===== config.mk =====
export PLATFORM = sky130hd
export DESIGN_NAME = sorter_result_streamer
export DESIGN_NICKNAME = d
export VERILOG_FILES = /design/src/rtl/sorter_pkg.sv /design/src/rtl/sorter_result_streamer.sv
export SDC_FILE = /design/constraint.sdc
export NUM_CORES = 1
export LEC_CHECK = 0
export CORE_AREA = 2 2 416 418
export DETAILED_ROUTE_END_ITERATION = 10
export DIE_AREA = 0 0 418 420
export HOLD_SLACK_MARGIN = 0.02
export PLACE_DENSITY = 0.33
export SKIP_CTS_REPAIR_TIMING = 1
export SYNTH_ARGS = -nofsm -noshare
export SYNTH_HDL_FRONTEND = slang
export SYNTH_SLANG_ARGS = --single-unit

===== constraint.sdc =====
create_clock -name clk_i -period 6 [get_ports clk_i]
set_clock_uncertainty 0.2 [all_clocks]
set_input_delay 0.6 -clock clk_i [delete_from_list [all_inputs] [get_ports clk_i]]
set_output_delay 0.6 -clock clk_i [all_outputs]
set_load 0.01 [all_outputs]

===== src/rtl/sorter_pkg.sv =====
// rtl/sorter_pkg.sv - shared types and constants for the sorter result path
//
// Purpose: element geometry, the sorter result bundle, the streamer FSM
// state, the stream beat layout and helpers that derive group geometry
// from a result channel number.
package sorter_pkg;

  localparam int DATAWIDTH      = 8;
  localparam int MAX_DATALENGTH = 32;

  // Number of parallel sub-sorters per group size; every size covers the
  // same MAX_DATALENGTH elements.
  localparam int NUM_4_SORTER  = MAX_DATALENGTH / 4;
  localparam int NUM_8_SORTER  = MAX_DATALENGTH / 8;
  localparam int NUM_16_SORTER = MAX_DATALENGTH / 16;
  localparam int NUM_32_SORTER = MAX_DATALENGTH / 32;

  // Channel 0 = no result, 1..4 = 4/8/16/32-element groups.
  typedef struct packed {
    logic [NUM_4_SORTER-1:0][3:0][DATAWIDTH-1:0]   data_4;
    logic [NUM_8_SORTER-1:0][7:0][DATAWIDTH-1:0]   data_8;
    logic [NUM_16_SORTER-1:0][15:0][DATAWIDTH-1:0] data_16;
    logic [NUM_32_SORTER-1:0][31:0][DATAWIDTH-1:0] data_32;
    logic [2:0]                                    channel;
  } sorter_top_io_t;

  typedef enum logic {
    ST_IDLE,
    ST_STREAM
  } stream_state_e;

  typedef struct packed {
    logic [DATAWIDTH-1:0] data;
    logic [2:0]           group;
    logic [4:0]           idx;
    logic                 sign;
    logic                 last;
  } stream_beat_t;

  function automatic logic channel_ok(input logic [2:0] ch);
    return (ch >= 3'd1) && (ch <= 3'd4);
  endfunction

  // Elements per group; 0 for channels that carry no result.
  function automatic logic [5:0] group_size(input logic [2:0] ch);
    case (ch)
      3'd1:    return 6'(MAX_DATALENGTH / NUM_4_SORTER);
      3'd2:    return 6'(MAX_DATALENGTH / NUM_8_SORTER);
      3'd3:    return 6'(MAX_DATALENGTH / NUM_16_SORTER);
      3'd4:    return 6'(MAX_DATALENGTH / NUM_32_SORTER);
      default: return 6'd0;
    endcase
  endfunction

  // Index of the final group (N-1).
  function automatic logic [2:0] last_group(input logic [2:0] ch);
    case (ch)
      3'd1:    return 3'(NUM_4_SORTER - 1);
      3'd2:    return 3'(NUM_8_SORTER - 1);
      3'd3:    return 3'(NUM_16_SORTER - 1);
      3'd4:    return 3'(NUM_32_SORTER - 1);
      default: return 3'd0;
    endcase
  endfunction

endpackage


===== src/rtl/sorter_result_streamer.sv =====
// rtl/sorter_result_streamer.sv - serialises a sorter result into per-group top-k beats
//
// Purpose: captures one sorter result (selected channel array, sign, k)
// into a flat buffer and streams the first k elements of every group as
// valid/ready beats, group by group.
// Ports:
//   clk_i, rst_ni            clock, asynchronous active-low reset
//   res_valid_i/res_ready_o  result handshake (ready only while idle)
//   res_i, sign_i, k_i       result bundle, sign_ctrl, elements per group
//   out_valid_o/out_ready_i  beat handshake
//   out_data_o, out_group_o, out_idx_o, out_sign_o, out_last_o  beat fields
module sorter_result_streamer
  import sorter_pkg::*;
#(
  parameter int DATAWIDTH      = sorter_pkg::DATAWIDTH,
  parameter int MAX_DATALENGTH = sorter_pkg::MAX_DATALENGTH
) (
  input  logic                 clk_i,
  input  logic                 rst_ni,
  input  logic                 res_valid_i,
  output logic                 res_ready_o,
  input  sorter_top_io_t       res_i,
  input  logic                 sign_i,
  input  logic [5:0]           k_i,
  output logic                 out_valid_o,
  input  logic                 out_ready_i,
  output logic [DATAWIDTH-1:0] out_data_o,
  output logic [2:0]           out_group_o,
  output logic [4:0]           out_idx_o,
  output logic                 out_sign_o,
  output logic                 out_last_o
);

  stream_state_e        state_q, state_d;
  logic [DATAWIDTH-1:0] data_buf_q [MAX_DATALENGTH];
  logic [DATAWIDTH-1:0] data_buf_d [MAX_DATALENGTH];
  logic                 sign_q;
  logic [5:0]           k_q;
  logic [2:0]           chan_q;
  logic [2:0]           grp_q, grp_d;
  logic [4:0]           idx_q, idx_d;

  logic       capture;
  logic       xfer;
  logic       group_end;
  logic       last_beat;
  logic [5:0] g_new;
  logic [5:0] k_eff;
  logic [4:0] rd_idx;

  // Invalid channels are still accepted while idle; they just never capture.
  assign capture   = (state_q == ST_IDLE) && res_valid_i && channel_ok(res_i.channel);
  assign xfer      = (state_q == ST_STREAM) && out_ready_i;
  assign group_end = (idx_q == 5'(k_q - 6'd1));
  assign last_beat = group_end && (grp_q == last_group(chan_q));
  assign g_new     = group_size(res_i.channel);
  assign k_eff     = ((k_i == 6'd0) || (k_i > g_new)) ? g_new : k_i;
  assign rd_idx    = 5'((int'(grp_q) * int'(group_size(chan_q))) + int'(idx_q));

  // FSM: state register
  always_ff @(posedge clk_i or negedge rst_ni) begin
    if (!rst_ni) begin
      state_q <= ST_IDLE;
    end else begin
      state_q <= state_d;
    end
  end

  // FSM: next state
  always_comb begin
    state_d = state_q;
    case (state_q)
      ST_IDLE:   if (capture) state_d = ST_STREAM;
      ST_STREAM: if (xfer && last_beat) state_d = ST_IDLE;
      default:   state_d = ST_IDLE;
    endcase
  end

  // FSM: outputs. Data and sign are forced to zero outside a stream so
  // the idle/reset view of the beat is all zeros.
  always_comb begin
    res_ready_o = (state_q == ST_IDLE);
    out_valid_o = (state_q == ST_STREAM);
    out_data_o  = (state_q == ST_STREAM) ? data_buf_q[rd_idx] : '0;
    out_group_o = grp_q;
    out_idx_o   = idx_q;
    out_sign_o  = (state_q == ST_STREAM) && sign_q;
    out_last_o  = (state_q == ST_STREAM) && last_beat;
  end

  // Buffer layout is group-major: element e of group g lives at g*G+e.
  always_comb begin
    data_buf_d = data_buf_q;
    if (capture) begin
      case (res_i.channel)
        3'd1: for (int g = 0; g < NUM_4_SORTER; g++)
                for (int e = 0; e < 4; e++)
                  data_buf_d[g*4+e] = DATAWIDTH'(res_i.data_4[g][e]);
        3'd2: for (int g = 0; g < NUM_8_SORTER; g++)
                for (int e = 0; e < 8; e++)
                  data_buf_d[g*8+e] = DATAWIDTH'(res_i.data_8[g][e]);
        3'd3: for (int g = 0; g < NUM_16_SORTER; g++)
                for (int e = 0; e < 16; e++)
                  data_buf_d[g*16+e] = DATAWIDTH'(res_i.data_16[g][e]);
        3'd4: for (int g = 0; g < NUM_32_SORTER; g++)
                for (int e = 0; e < 32; e++)
                  data_buf_d[g*32+e] = DATAWIDTH'(res_i.data_32[g][e]);
        default: ;
      endcase
    end
  end

  // Buffer contents are only observed during a stream, so no reset needed.
  always_ff @(posedge clk_i) begin
    data_buf_q <= data_buf_d;
  end

  // Rank/group counters: idx wraps at k-1 and bumps the group; the final
  // beat returns both to zero ready for the next result.
  always_comb begin
    grp_d = grp_q;
    idx_d = idx_q;
    if (capture) begin
      grp_d = 3'd0;
      idx_d = 5'd0;
    end else if (xfer) begin
      if (last_beat) begin
        grp_d = 3'd0;
        idx_d = 5'd0;
      end else if (group_end) begin
        grp_d = grp_q + 3'd1;
        idx_d = 5'd0;
      end else begin
        idx_d = idx_q + 5'd1;
      end
    end
  end

  always_ff @(posedge clk_i or negedge rst_ni) begin
    if (!rst_ni) begin
      sign_q <= 1'b0;
      k_q    <= 6'd0;
      chan_q <= 3'd0;
      grp_q  <= 3'd0;
      idx_q  <= 5'd0;
    end else begin
      grp_q <= grp_d;
      idx_q <= idx_d;
      if (capture) begin
        sign_q <= sign_i;
        k_q    <= k_eff;
        chan_q <= res_i.channel;
      end
    end
  end

endmodule

-- After elaboration in Yosys (flattened, before gate mapping)
Cells that the tools add are included.
- bits in registers: 274
- output and inout port bits: 20
- order comparisons: 4
- bitwise operators: 2
- $mul: 1
- reductions and logical operators: 15
- mux-type cells: 20
- equal/unequal tests: 10
- add/sub/neg operators: 4
- operators with widths (operator ; number):
    case mux 256 bit (4 select lines) ; 1
    case mux 6 bit (4 select lines) ; 2
    binary-select mux 8 bit (select 5 bit) ; 1
    2-to-1 mux 5 bit ; 5
    2-to-1 mux 8 bit ; 3
    == test 3 x 2 -> 1 bit (second input constant) ; 4
    2-to-1 mux 3 bit ; 4
    case mux 3 bit (3 select lines) ; 1
    logical AND 1 bit ; 8
    == test 3 x 1 -> 1 bit (second input constant) ; 2
    == test 3 bit (second input constant) ; 2
    >= comparator 6 bit (second input constant) ; 1
    greater-than comparator 6 bit ; 1
    zero test 6 bit ; 1
    multiplier 3 x 6 -> 5 bit ; 1
    inverter 5 -> 6 bit ; 1
    adder 5 x 1 -> 5 bit (second input constant) ; 1
    adder 5 bit ; 1
    == test 5 bit ; 1
    subtractor 5 x 1 -> 5 bit (second input constant) ; 1
    AND reduction 2 bit ; 2
    nonzero test 4 bit ; 1
    adder 3 x 1 -> 3 bit (second input constant) ; 1
    == test 3 bit ; 1
    8 further kinds ; 9

-- Logic depth before layout (Yosys ltp)
- depth in word-level cells: 9
- depth in mapped cells: 12
- gate-level depth less buffers: 11

-- Worst setup path before layout
OpenSTA, ideal clock, no wires.
- path type: input -> register
- start point: input port res_i[0] in the netlist's numbering
- end point: register data_buf_q[0] in the netlist's numbering (enable)
- arrival: 4688 ps
- data required time: 5293 ps
- setup time: 507 ps
- stages on the path: 7
- setup slack: 606 ps
- cell sequence: buf_2 nor3b_2 inv_2 clkbuf_1 a21o_1 inv_2 buf_2
- word-level cells in the longest chain between the ends: 4
- elaborated cells between the ends (all ways): 10
- those cells by class: order compare (2); eq/ne (4); reduce/logical (4)
- RTL lines (element ; line ; source):
    from (decl) ; sorter_result_streamer.sv:22 ; input sorter_top_io_t res_i,
    >= comparator 3 x 1 -> 1 bit or less-or-equal comparator 3 bit (tied branches) ; sorter_pkg.sv:41 ; return (ch >= 3'd1) && (ch <= 3'd4);
    logical AND 1 bit ; sorter_pkg.sv:41 ;
    logical AND 1 bit ; sorter_result_streamer.sv:52 ; assign capture = (state_q == ST_IDLE) && res_valid_i && channel_ok(res_i.channel);
    AND reduction 2 bit (no source line) * ; n/a ;
    to (signal assigned) ; sorter_result_streamer.sv:115 ; data_buf_q <= data_buf_d;
    to (decl) ; sorter_result_streamer.sv:35 ; logic [DATAWIDTH-1:0] data_buf_q [MAX_DATALENGTH];
Mark *: on every way between the ends. The rest lies on a longest branch, timed or not.
A chain may end at the register's enable or synchronous reset.

-- Worst setup path after layout
- start point: register grp_q[0], in the netlist out_group_o[0]
- end point: output port out_data_o[1]
- word-level cells in the longest chain between the ends: 7
- RTL lines (element ; line ; source):
    from (decl) ; sorter_result_streamer.sv:40 ; logic [2:0] grp_q, grp_d;
    from (signal assigned) ; sorter_result_streamer.sv:147 ; grp_q <= grp_d;
    multiplier 3 x 6 -> 5 bit ; sorter_result_streamer.sv:58 ; assign rd_idx = 5'((int'(grp_q) * int'(group_size(chan_q))) + int'(idx_q));
    adder 5 bit ; sorter_result_streamer.sv:58 ;
    inverter 5 -> 6 bit (not written as such) ; sorter_result_streamer.sv:84 ; out_data_o = (state_q == ST_STREAM) ? data_buf_q[rd_idx] : '0;
    binary-select mux 8 bit (select 5 bit) ; sorter_result_streamer.sv:84 ;
    2-to-1 mux 8 bit (not written as such) (2 in series) ; sorter_result_streamer.sv:84 ;
    2-to-1 mux 8 bit ; sorter_result_streamer.sv:84 ;
    to (decl) ; sorter_result_streamer.sv:27 ; output logic [DATAWIDTH-1:0] out_data_o,
No other way between the ends. The select of a mux whose other input is x is not followed.

==> flow_summary.json <==
{
  "netlist_top_cells_area": "edfxtp_1, mux2i_1, o221a_2, mux4_2, nand2_1",
  "slew_violations": 0,
  "drtPass1Iterations": 7,
  "synthesis.area_um2": 18100,
  "synth_edf_count": 256,
  "cts_tree": "done",
  "antenna_found_initial": 73,
  "drt_iter0_drc": 1032,
  "fin_crit_sh_pct": 91.6,
  "ff2ff_setup_slack_ns": 3.05,
  "gp_congestion": 0.832,
  "core_um2": 171000,
  "synth_cell_types": 54,
  "irDropWorstVdd_mv": 0.244,
  "worstSetupEndpointType": "primary output",
  "post-place-cells": 4635,
  "layout-drive-gt1-share_pct": 14.0,
  "status": "finished clean",
  "num-nets-final": 3494,
  "rows": 152,
  "grt.total_usage_pct": 16.2,
  "hpwl_mm": 123,
  "worst_r2r_startpoint": "out_valid_o",
  "first_global_vias": 18524,
  "grt_max_degree": 111,
  "critPathKind": "flip-flop to primary output",
  "multi_input_area_um2": 9270,
  "hold_viol": 0,
  "io_buffers": 1057,
  "cts.sinks": 274,
  "synthesis.instances": 1463,
  "crit_family": "adder cells",
  "nFillCells": 18717,
  "powerDensity_nw_per_um2": 267,
  "routed_wl_mm": 149,
  "critPathLaunchType": "flip-flop",
  "r2r_cells": 4,
  "grt_remaining_overflow": 0,
  "critPathLaunch": "out_group_o[0]",
  "fmaxAchievable_mhz": 182,
  "clk_pin_slew_worst_paths_ns": 0.06,
  "async_flop_share_pct": 6.57,
  "worst_hold_path_type": "flip-flop to flip-flop",
  "grt_pass1_wl_mm": 188,
  "synth.largest_area_cell": "edfxtp_1",
  "via_per_inst": 3.70,
  "tightestPinTransition_ns": 1.06,
  "die_w_um": 418,
  "cp_cell_sequence": "nor2b_1, nand2_1, nor2_1, ha_1, ha_1, ha_2, a211oi_1, a21oi_1, a22o_1, clkdlybuf4s50_1",
  "numCtsBuffers": 41,
  "die_area_um2": 176000,
  "cp.buffers_inverters": 1,
  "reg2reg_to": "data_buf_q[40]",
  "p_leak_nw": 11.2,
  "die_h_um": 420,
  "start_util_pct": 10.6,
  "worst-path-stages": 10,
  "cts_root_buf": "clkbuf_16",
  "insertion_delay_ns": 0.59,
  "critPathArrivalTime_ns": 4.70,
  "wire_per_inst_um": 31.5,
  "synth-seq-cells": 274,
  "slowest_stage": "ha_2",
  "slowest_delay_ns": 0.93,
  "synth-warning-count": 0,
  "syn_nets": 2512,
  "ys_seq_area_share_pct": 45.0,
  "synth_top_area_share_pct": 42.6,
  "fin_crit_ns": 5.50,
  "setup_viol": 0,
  "cp_common_cell": "ha_1",
  "avgSynthCellArea_um2": 12.3,
  "synthFlopType": "edfxtp_1",
  "vias": 17485,
  "rsz0062_at_grt": "false",
  "drc": 0,
  "timing.slew.headroom_pct": 29.2,
  "required_ns": 5.20,
  "setup_tns_ns": 0,
  "instances_no_fill": 4720,
  "cp_max_fo": 35,
  "ant_nets": 0,
  "cts.path.max_buffers": 3,
  "area_growth_pct": 79.6,
  "cap_violations": 0,
  "endpoint": "out_data_o[1]",
  "seqCellArea_um2": 8150,
  "num_io_pins": 1058,
  "cts.htree.levels": 2
}
## kinds of logic (layout without fill, tap and decap cells)
kind of cell,after synthesis,count (layout),share of synthesized area [%]
other,0,9,0
adders and majority gates,11,11,0.762
xor gates and xnor gates,11,11,0.533
and+or+nand+nor,345,345,7.99
DFF,274,274,45.0
buffers and inverters,150,1165,3.95
AOI/OAI and AO/OA,334,334,18.3
muxes,338,338,23.4
## Yosys cell counts (all sizes together) (2+ instances only)
cell and count:
nor2b 22, dfrtp 18, inv 9, xnor2 6, nand3 8, o211ai 2
mux4 64, mux2i 273, a32oi 2, a21oi 25, nor4 2, nor2 78
nand2b 4, o21bai 4, a211oi 16, edfxtp 256, nand2 210, ha 11
buf 77, nor3b 3, nor3 6, clkbuf 64, a21o 2, o221ai 2
and2 4, nand4 2, a221o 68, o221a 188, a22o 8, o21ai 8
xor2 5, o22ai 3
## metrics by stage
stage	total power, mW	instance area, um^2	hold slack [ns]	setup slack, ns	utilization, %
after floorplan	4.31	18100	0.104	0.606	-
after global placement	6.45	31100	0.273	1.05	18.2
after detailed placement	6.45	31100	0.268	1.06	18.2
after CTS	8.97	32400	0.283	0.379	19.0
after global routing	9.14	32400	0.328	0.207	19.0
final	8.65	32400	0.279	0.504	19.0
## area by class of cell
class                      count  share of cell area, %
timing repair buffer        1080                   33.5
multi-input combinational   1039                   28.6
sequential                   274                   25.1
tap                         2233                   8.61
clock buffer                  48                   3.27
clock inverter                28                  0.744
inverter                       9                  0.150
antenna                        9                 0.0694
## flip-flops by register name, summed over array words and instances (netlist names)
name / cells
k_q: 5
data_buf_q: 256
chan_q: 3
out_idx_o: 5
out_valid_o: 1
out_group_o: 3
sign_q: 1
## tightest hold or removal path: cells and delay by family (launching register included)
kind / cells / cell delay (ns)
DFF: 1 / 0.34
and+or+nand+nor: 2 / 0.11
## cell usage in the layout (no fill, tap or decap), types with 25 or more instances in the layout
cell             count
clkbuf_16           41
mux4_2              54
mux2i_1            273
clkdlybuf4s50_1   1056
nand2_1            209
edfxtp_1           256
o221a_2            188
nor2_1              77
a221o_1             68
a21oi_1             25
## metal layers
metal / vias up / global-route usage, % / part of all wire, %
li1: 7962 / - / -
met1: 8701 / 19.2 / 40
met2: 650 / 30.2 / 53
met3: 146 / 3.25 / 5.4
met4: 26 / 2.77 / 1.5
met5: - / 0 / 0.13
## worst min-delay path by stage
stage	start	end	cells after the start
after floorplan	rst_ni	chan_q[0]	0
after global placement	sign_q	sign_q	2
after detailed placement	sign_q	sign_q	2
after CTS	sign_i	sign_q	3
after global routing	sign_i	sign_q	3
final	sign_q	sign_q	2
## report_power, final
group          total, mW  switching, mW  internal, mW
clock               2.41           1.04          1.37
sequential          2.63          0.313          2.32
combinational       3.61           1.79          1.82
total               8.65           3.14          5.51
No activity file was read; power rests on OpenSTA's default activity.
